===== src/rtl/cluster_mean_sequencer.sv =====
// rtl/cluster_mean_sequencer.sv - per-cluster sum/count accumulator and divide sequencer
//
// Accumulates labelled points into per-cluster sums and member counts. When the last
// point of an iteration is seen, it walks clusters 0..K-1 and issues one divide per
// cluster (sum / count) to an external fixed-latency divider. Each mean is emitted with
// its cluster index. An empty cluster emits 0 without using the divider.
//
// Build option: KMEANS_ROUND_EN
//   defined   : dividend = sat(sum + (count >> 1)), which gives a round-to-nearest mean
//   undefined : dividend = sum, which gives a truncating mean
//   Timing is the same in both builds.
//
// Ports:
//   clk, rst_n                 clock and asynchronous active-low reset
//   clear                      synchronous abort: zero all sums and counts, return to IDLE
//   pt_valid/pt_data/
//   pt_cluster/pt_last         point stream; pt_last marks the final point of an iteration
//   div_ce, div_sclr           divider clock enable and synchronous clear
//   div_dividend, div_divisor  divider operands for the current cluster
//   div_quotient               divider result
//   mean_valid/mean_idx/
//   mean_data                  one-cycle strobe carrying a cluster mean
//   busy                       high while divides are being sequenced; points are ignored
//   done                       one-cycle pulse after the last mean
//   ovf                        sticky flag: a sum, count or rounded dividend saturated
module cluster_mean_sequencer #(
  parameter int K       = 4,
  parameter int DATA_W  = 8,
  parameter int SUM_W   = 20,
  parameter int CNT_W   = 12,
  parameter int DIV_LAT = 24,
  localparam int CW     = $clog2(K)
) (
  input  logic              clk,
  input  logic              rst_n,
  input  logic              clear,
  input  logic              pt_valid,
  input  logic [DATA_W-1:0] pt_data,
  input  logic [CW-1:0]     pt_cluster,
  input  logic              pt_last,
  output logic              div_ce,
  output logic              div_sclr,
  output logic [SUM_W-1:0]  div_dividend,
  output logic [CNT_W-1:0]  div_divisor,
  input  logic [SUM_W-1:0]  div_quotient,
  output logic              mean_valid,
  output logic [CW-1:0]     mean_idx,
  output logic [SUM_W-1:0]  mean_data,
  output logic              busy,
  output logic              done,
  output logic              ovf
);

  localparam int LW = $clog2(DIV_LAT + 1);

  typedef enum logic [2:0] {
    S_IDLE,
    S_ACCUM,
    S_ISSUE,
    S_WAIT,
    S_DONE
  } state_t;

  state_t           state_q, state_d;
  logic [CW-1:0]    idx_q, idx_d;
  logic [LW-1:0]    wcnt_q, wcnt_d;
  logic [SUM_W-1:0] sum_q [K];
  logic [CNT_W-1:0] cnt_q [K];
  logic             ovf_q;

  logic             pt_in_range, accept_pt, acc_wr, acc_sat;
  logic [SUM_W-1:0] sel_sum, sum_next, cur_sum, dividend_calc;
  logic [CNT_W-1:0] sel_cnt, cnt_next, cur_cnt;
  logic [SUM_W:0]   sum_add;
  logic             rnd_sat, last_idx, wait_end, cur_empty;

  // Accumulate path: a point is taken only while collecting and never on a clear cycle.
  assign pt_in_range = ({1'b0, pt_cluster} < (CW + 1)'(K));
  assign accept_pt   = pt_valid && !clear && (state_q == S_IDLE || state_q == S_ACCUM);
  assign acc_wr      = accept_pt && pt_in_range;
  assign sel_sum     = sum_q[pt_cluster];
  assign sel_cnt     = cnt_q[pt_cluster];
  assign sum_add     = {1'b0, sel_sum} + (SUM_W + 1)'(pt_data);
  assign sum_next    = sum_add[SUM_W] ? '1 : sum_add[SUM_W-1:0];
  assign cnt_next    = (&sel_cnt) ? sel_cnt : sel_cnt + 1'b1;
  assign acc_sat     = sum_add[SUM_W] || (&sel_cnt);

  // Divide path: operands come straight from the registers of the current cluster.
  // They cannot change while busy because points are dropped then.
  assign cur_sum   = sum_q[idx_q];
  assign cur_cnt   = cnt_q[idx_q];
  assign cur_empty = (cur_cnt == '0);
  assign last_idx  = (idx_q == CW'(K - 1));
  assign wait_end  = (wcnt_q == LW'(DIV_LAT));

`ifdef KMEANS_ROUND_EN
  logic [SUM_W:0] rnd_sum;
`endif

  always_comb begin
    dividend_calc = cur_sum;
    rnd_sat       = 1'b0;
`ifdef KMEANS_ROUND_EN
    rnd_sum       = {1'b0, cur_sum} + (SUM_W + 1)'(cur_cnt >> 1);
    rnd_sat       = rnd_sum[SUM_W];
    dividend_calc = rnd_sum[SUM_W] ? '1 : rnd_sum[SUM_W-1:0];
`endif
  end

  always_comb begin
    state_d = state_q;
    idx_d   = idx_q;
    wcnt_d  = wcnt_q;
    unique case (state_q)
      S_IDLE: begin
        idx_d = '0;
        if (pt_valid) state_d = pt_last ? S_ISSUE : S_ACCUM;
      end
      S_ACCUM: begin
        idx_d = '0;
        if (pt_valid && pt_last) state_d = S_ISSUE;
      end
      S_ISSUE: begin
        wcnt_d = '0;
        if (!cur_empty) begin
          state_d = S_WAIT;
        end else if (last_idx) begin
          state_d = S_DONE;
        end else begin
          idx_d = idx_q + 1'b1;
        end
      end
      S_WAIT: begin
        if (wait_end) begin
          if (last_idx) begin
            state_d = S_DONE;
          end else begin
            state_d = S_ISSUE;
            idx_d   = idx_q + 1'b1;
          end
        end else begin
          wcnt_d = wcnt_q + 1'b1;
        end
      end
      S_DONE: begin
        state_d = S_IDLE;
        idx_d   = '0;
      end
      default: state_d = S_IDLE;
    endcase
    if (clear) begin
      state_d = S_IDLE;
      idx_d   = '0;
      wcnt_d  = '0;
    end
  end

  always_ff @(posedge clk or negedge rst_n) begin
    if (!rst_n) begin
      state_q <= S_IDLE;
      idx_q   <= '0;
      wcnt_q  <= '0;
    end else begin
      state_q <= state_d;
      idx_q   <= idx_d;
      wcnt_q  <= wcnt_d;
    end
  end

  always_ff @(posedge clk or negedge rst_n) begin
    if (!rst_n) begin
      for (int k = 0; k < K; k++) begin
        sum_q[k] <= '0;
        cnt_q[k] <= '0;
      end
      ovf_q <= 1'b0;
    end else if (clear || state_q == S_DONE) begin
      for (int k = 0; k < K; k++) begin
        sum_q[k] <= '0;
        cnt_q[k] <= '0;
      end
      ovf_q <= 1'b0;
    end else begin
      if (acc_wr) begin
        sum_q[pt_cluster] <= sum_next;
        cnt_q[pt_cluster] <= cnt_next;
      end
      if ((acc_wr && acc_sat) || (state_q == S_ISSUE && rnd_sat)) ovf_q <= 1'b1;
    end
  end

  // The final WAIT cycle (counter at DIV_LAT) carries no enable: the quotient is
  // already valid there and is passed through as the mean.
  assign busy         = (state_q == S_ISSUE) || (state_q == S_WAIT);
  assign div_ce       = !clear && (state_q == S_WAIT) && !wait_end;
  assign div_sclr     = clear || (state_q == S_IDLE && pt_valid);
  assign div_dividend = busy ? dividend_calc : '0;
  assign div_divisor  = busy ? cur_cnt : '0;
  assign mean_valid   = !clear && (((state_q == S_ISSUE) && cur_empty) ||
                                   ((state_q == S_WAIT) && wait_end));
  assign mean_idx     = mean_valid ? idx_q : '0;
  assign mean_data    = (mean_valid && state_q == S_WAIT) ? div_quotient : '0;
  assign done         = !clear && (state_q == S_DONE);
  assign ovf          = ovf_q;

endmodule


===== config.mk =====
export PLATFORM = sky130hd
export DESIGN_NAME = cluster_mean_sequencer
export DESIGN_NICKNAME = d
export VERILOG_FILES = /design/src/rtl/cluster_mean_sequencer.sv
export SDC_FILE = /design/constraint.sdc
export NUM_CORES = 1
export LEC_CHECK = 0
export BUFFER_PORTS_ARGS = -buffer_cell sky130_fd_sc_hd__buf_2
export CAP_MARGIN = 40
export CORE_MARGIN = 2
export CORE_UTILIZATION = 30
export CTS_BUF_LIST = sky130_fd_sc_hd__clkbuf_16
export CTS_CLUSTER_DIAMETER = 150
export DETAILED_ROUTE_END_ITERATION = 7
export GPL_TIMING_DRIVEN = 0
export PLACE_DENSITY_LB_ADDON = 0.1
export SLEW_MARGIN = 20
export SYNTH_ARGS = -nofsm -noshare
export SYNTH_HDL_FRONTEND = slang
export SYNTH_SLANG_ARGS = --single-unit

===== constraint.sdc =====
create_clock -name clk -period 3.35 [get_ports clk]
set_input_delay 1.005 -clock clk [delete_from_list [all_inputs] [get_ports clk]]
set_output_delay 1.005 -clock clk [all_outputs]
set_load 0.05 [all_outputs]

=== Yosys cells after proc, flatten, opt, wreduce, memory -nomap -nowiden ===
Index checks and enable logic that the tools add are counted.

* Register bits: 139

* Bitwise gates (word level): 2
* Magnitude comparators: 3
* Add/sub/neg operators: 4
* Reductions and logical operators: 32
* Equal/unequal tests: 12
* Muxes and demuxes: 47

{| class="wikitable"
|+ Operators with widths
! cell !! number
|-
| $mux 20 || 8
|-
| $mux 80 || 2
|-
| $mux 48 || 2
|-
| $mux 12 || 7
|-
| $bmux 20 s2 || 2
|-
| $bwmux 80 || 1
|-
| $bmux 12 s2 || 2
|-
| $bwmux 48 || 1
|-
| $demux 20 s2 || 1
|-
| $demux 12 s2 || 1
|-
| $add 20x8->21 || 1
|-
| $mux 3 || 7
|-
| $logic_and 1x1->1 || 13
|-
| $add 12x1->12 const B || 1
|-
| $logic_not 12->1 || 1
|-
| $mux 2 || 6
|-
| $ne 3x3->1 const B || 4
|-
| $pmux 3 s4 || 1
|-
| $reduce_and 12->1 || 1
|-
| $mux 5 || 2
|-
| $pmux 5 s2 || 1
|-
| $eq 3x2->1 const B || 2
|-
| $ge 3x3->1 const B || 2
|-
| $logic_or 1x1->1 || 6
|-
| other kinds (21) || 25
|}

=== Depth between registers and ports, before layout ===
* Word-level depth: 10
* Gate-level depth with buffers: 12
* Depth with buffers taken out: 9

=== Worst setup path after synthesis ===
Ideal clock, no wire load.

* Path type: register to output
* From: register idx_q[1]
* To: output mean_idx[0]
* Data required time: 2.345 ns
* Path slack: -1.269 ns
* Stages on the path, launching flop included: 9
* Arrival: 3.614 ns
* Cell sequence: dfrtp_1 > clkbuf_1 > clkbuf_1 > mux4_1 > nor4_2 > and3_4 > nand2_1 > a211oi_1 > and2_1

* Longest elaborated chain between the ends: 9

{| class="wikitable"
|+ Ends and longest elaborated chain
! element !! RTL line !! RTL
|-
| start, declared || 65 || <nowiki>logic [CW-1:0] idx_q, idx_d;</nowiki>
|-
| start signal, assigned || 165 || <nowiki>idx_q <= idx_d;</nowiki>
|-
| $not 2->3 (not written as such) || 91 || <nowiki>assign cur_cnt = cnt_q[idx_q];</nowiki>
|-
| $bmux 12 s2 || 91 ||
|-
| $mux 12 (not written as such) (2 in a row) || 91 ||
|-
| $logic_not 12->1 || 92 || <nowiki>assign cur_empty = (cur_cnt == '0);</nowiki>
|-
| $logic_and 1x1->1 || 199 || <nowiki>assign mean_valid = !clear && (((state_q == S_ISSUE) && cur_empty) ||</nowiki>
|-
| $logic_or 1x1->1 || 199 ||
|-
| $logic_and 1x1->1 || 199 ||
|-
| net mean_valid || 46 || <nowiki>output logic mean_valid,</nowiki>
|-
| $mux 2 || 201 || <nowiki>assign mean_idx = mean_valid ? idx_q : '0;</nowiki>
|-
| end, declared || 47 || <nowiki>output logic [CW-1:0] mean_idx,</nowiki>
|}

The timed path passes the listed nets, and every way through them passes these cells. The select of a mux whose other input is x is not followed.

=== Final worst setup path ===
* From: register idx_q[0]
* To: output mean_idx[0]

* Longest elaborated chain between the ends: 9

{| class="wikitable"
|+ Ends and longest elaborated chain
! element !! RTL line
|-
| $not 2->3 (not written as such) || 91
|-
| $bmux 12 s2 || 91
|-
| $mux 12 (not written as such) (2 in a row) || 91
|-
| $logic_not 12->1 || 92
|-
| $logic_and 1x1->1 || 199
|-
| $logic_or 1x1->1 || 199
|-
| $logic_and 1x1->1 || 199
|-
| $mux 2 * || 201
|}

Every way passes the cells marked *; elsewhere a longest branch is shown, timed or not. The select of a mux whose other input is x is not followed.

==> flow_metrics.py <==
metrics = {
    "sta": {
        "slew_violations": 0,
        "finClkSkew_ns": 0.01225,
        "hold_viol_final": 0,
        "maxSlewHeadroom_pct": 46.71,
        "fmax_mhz": 258.1,
        "holdWs_ns": 0.5189,
        "finalSetupViolCount": 13,
        "grt_setup_unrepaired": "yes",
        "setup_ws_ns": -0.5241,
        "worstMarginPinSlew_ns": 0.7994,
        "setup_tns_ns": -2.487,
        "fin_crit_ns": 3.874,
        "post-route-period-util_pct": 115.6,
    },
    "power_and_ir_drop": {
        "p_total_mw": 5.033,
        "peakVddDrop_mv": 0.3230,
        "p_leak_nw": 4.670,
        "power.density_nw_per_um2": 445.1,
    },
    "routing": {
        "routedWlPerCell_um": 22.61,
        "drt_iter0_drc": 594,
        "drt_drc_violations_left": 0,
        "postRouteWirelength_um": 31670,
        "num_vias": 7727,
        "drt_pre_antenna_iters": 5,
        "ant_nets": 0,
        "avgViaCountPerCell": 5.515,
    },
    "global_routing": {
        "grt_start_max_net_pins": 74,
        "grt_usage_pct": 21.37,
        "grt-ovfl-total": 0,
        "grt_pass1_vias": 7605,
        "antenna_found_initial": 0,
        "grt_pass1_wl_um": 48620,
    },
    "final_layout": {
        "drive_gt1_share_pct": 31.47,
        "antenna_cells": 0,
        "nFillCells": 2872,
        "nNetsFinal": 1052,
        "final_core_util_pct": 39.60,
        "syn2layout_area_growth_pct": 30.62,
    },
    "floorplanning": {
        "ios": 95,
        "rows": 62,
        "start_util_pct": 30.32,
        "dieHeight_um": 173.9,
        "coreArea_sq_um": 28550,
        "die_w_um": 173.9,
        "die_area_sq_um": 30230,
    },
    "place": {
        "gp_congestion": 0.8002,
        "post-dp-hpwl_um": 21710,
        "port_buffers": 92,
    },
    "synthesis": {
        "syn-mean-instance-area_sq_um": 9.984,
        "ys_types": 55,
        "yosys_warnings": 0,
        "yosys.area.top_type_share_pct": 40.19,
        "netlist_instances": 867,
        "synth.net_count": 915,
        "ys_seq_area_share_pct": 40.19,
        "synth_area_leader_cell": "dfrtp_1",
        "synth-edff-count": 0,
        "syn_area_sq_um": 8656,
        "synth_seq_cells": 139,
        "yosys-top-cells-count": "nand3_1 (169), dfrtp_1 (139), o21ai_0 (133), clkbuf_1 (57), mux4_2 (53)",
        "synth_ff_type": "dfrtp_1",
        "synth_most_common_cell": "nand3_1",
        "synthArstFlopShare_pct": 100.0,
        "yosys-top-cells-area": "dfrtp_1 (40%), mux4_2 (14%), nand3_1 (9.8%)",
    },
    "setup_path": {
        "crit_path_max_fanout": 8,
        "cp.arrival_ns": 2.87,
        "start_kind": "register",
        "critPathCaptureType": "output port",
        "path_class": "reg -> out",
        "worstPathRequired_ns": 2.34,
        "r2r_slack_ns": 0.57,
    },
    "run_status": {
        "violations": "setup timing",
        "status": "finished with violations",
    },
    "cts": {
        "cts_tree": "yes",
        "cts-root-buf": "clkbuf_16",
        "cts_sinks": 139,
        "postCtsHoldBufs": 0,
        "path_clk_slew_ns": 0.06,
        "htree_levels": 4,
        "numCtsBuffers": 17,
        "clk_latency_ns": 0.43,
        "clock_path_buffers": 2,
    },
    "run": {
        "drv_cap": 0,
    },
    "min_path": {
        "hold_class": "reg -> reg",
    },
}
registers in the layout, summed over array words and instances (netlist names):
signal / count
cnt_q: 48
ovf: 1
sum_q: 80
idx_q: 2
wcnt_q: 5
state_q: 3
cells in the final DEF, fill, tap and decap left out, types with 7 or more instances in the layout:
cell type	Yosys	layout
clkbuf_4	0	14
mux4_2	53	60
buf_2	5	58
and2_1	27	24
o21ai_0	133	88
and3_1	39	22
buf_4	4	26
clkbuf_16	0	19
nor2_1	47	36
o21ai_1	2	43
nand2_1	29	28
inv_1	14	15
nand3_1	169	165
buf_8	0	9
mux2i_1	21	18
a21oi_1	18	13
ha_4	0	7
nor2_2	1	7
and3_4	1	18
clkbuf_1	57	42
dfrtp_1	139	138
buf_6	1	19
per-stage QoR:
| step | instance area, sq um | setup slack [ns] | instances |
|---|---|---|---|
| global placement | 9985 | -1.188 | 1343 |
| finish | 11310 | -0.5241 | 1401 |
| global route | 11310 | -0.6015 | 1401 |
| detailed placement | 10050 | -1.146 | 1346 |
| floorplan | 9044 | -0.2105 | 867 |
| CTS | 11040 | -0.5670 | 1391 |
area by class of cell:
| class | instances | area, sq um | area share [%] |
|---|---|---|---|
| Tap cell | 384 | 480.5 | 4.250 |
| Sequential cell | 139 | 3480 | 30.78 |
| Inverter | 14 | 52.55 | 0.4648 |
| Clock buffer | 17 | 425.4 | 3.763 |
| Clock inverter | 15 | 221.5 | 1.959 |
| Multi-Input combinational cell | 642 | 5251 | 46.45 |
| Timing Repair Buffer | 122 | 992.2 | 8.776 |
| Buffer | 68 | 402.9 | 3.564 |
worst paths after layout:
path,startpoint,end,depth (start not counted)
max in group asynchronous,rst_n,cnt_q[32],2
min in group asynchronous,rst_n,sum_q[74],1
setup / recovery,idx_q[0],mean_idx[0],9
hold reg to reg,sum_q[8],sum_q[8],2
hold / removal,sum_q[8],sum_q[8],2
setup reg to reg,state_q[2],sum_q[66],7
where the power goes:
group	internal [mW]	switching, mW
Clock	1.32	0.816
Sequential	1.73	0.0489
Combinational	0.440	0.676
Total	3.49	1.54
worst max-delay path: stages, from the launching register on:
cell and delay [ns]:
dfrtp_1 0.38, buf_8 0.18, buf_12 0.15, mux4_2 0.55
nor4_4 0.28, and3_4 0.26, nand2_4 0.05, a211oi_4 0.26
and2_4 0.19, buf_8 0.14
what timing repair did:
item	CTS	global route
setup buffers	15	10
endpoints found under the hold margin	0	0
setup endpoints to repair	151	61
gates resized for setup	73	70
pin swaps	14	11
cloned	1	1
per-layer routing:
metal	track usage [%]	wire (um)	vias up
li1	-	-	3526
met1	30.08	14760	3940
met2	33.95	14710	222
met3	3.684	1575	39
met4	5.952	623	0
met5	0	0	-
logic make-up after synthesis:
logic type               after synthesis  share of synthesized area, %
AND/OR/NAND/NOR                      353                         21.52
multiplexers                          87                         19.82
buffers and inverters                 86                         4.250
AO/OA/AOI/OAI                        180                         11.35
flip-flops                           139                         40.19
XOR/XNOR                               9                        0.9106
adder cells (fa/ha/maj)               13                         1.966
Note: power is estimated with default switching activity, not from simulation.
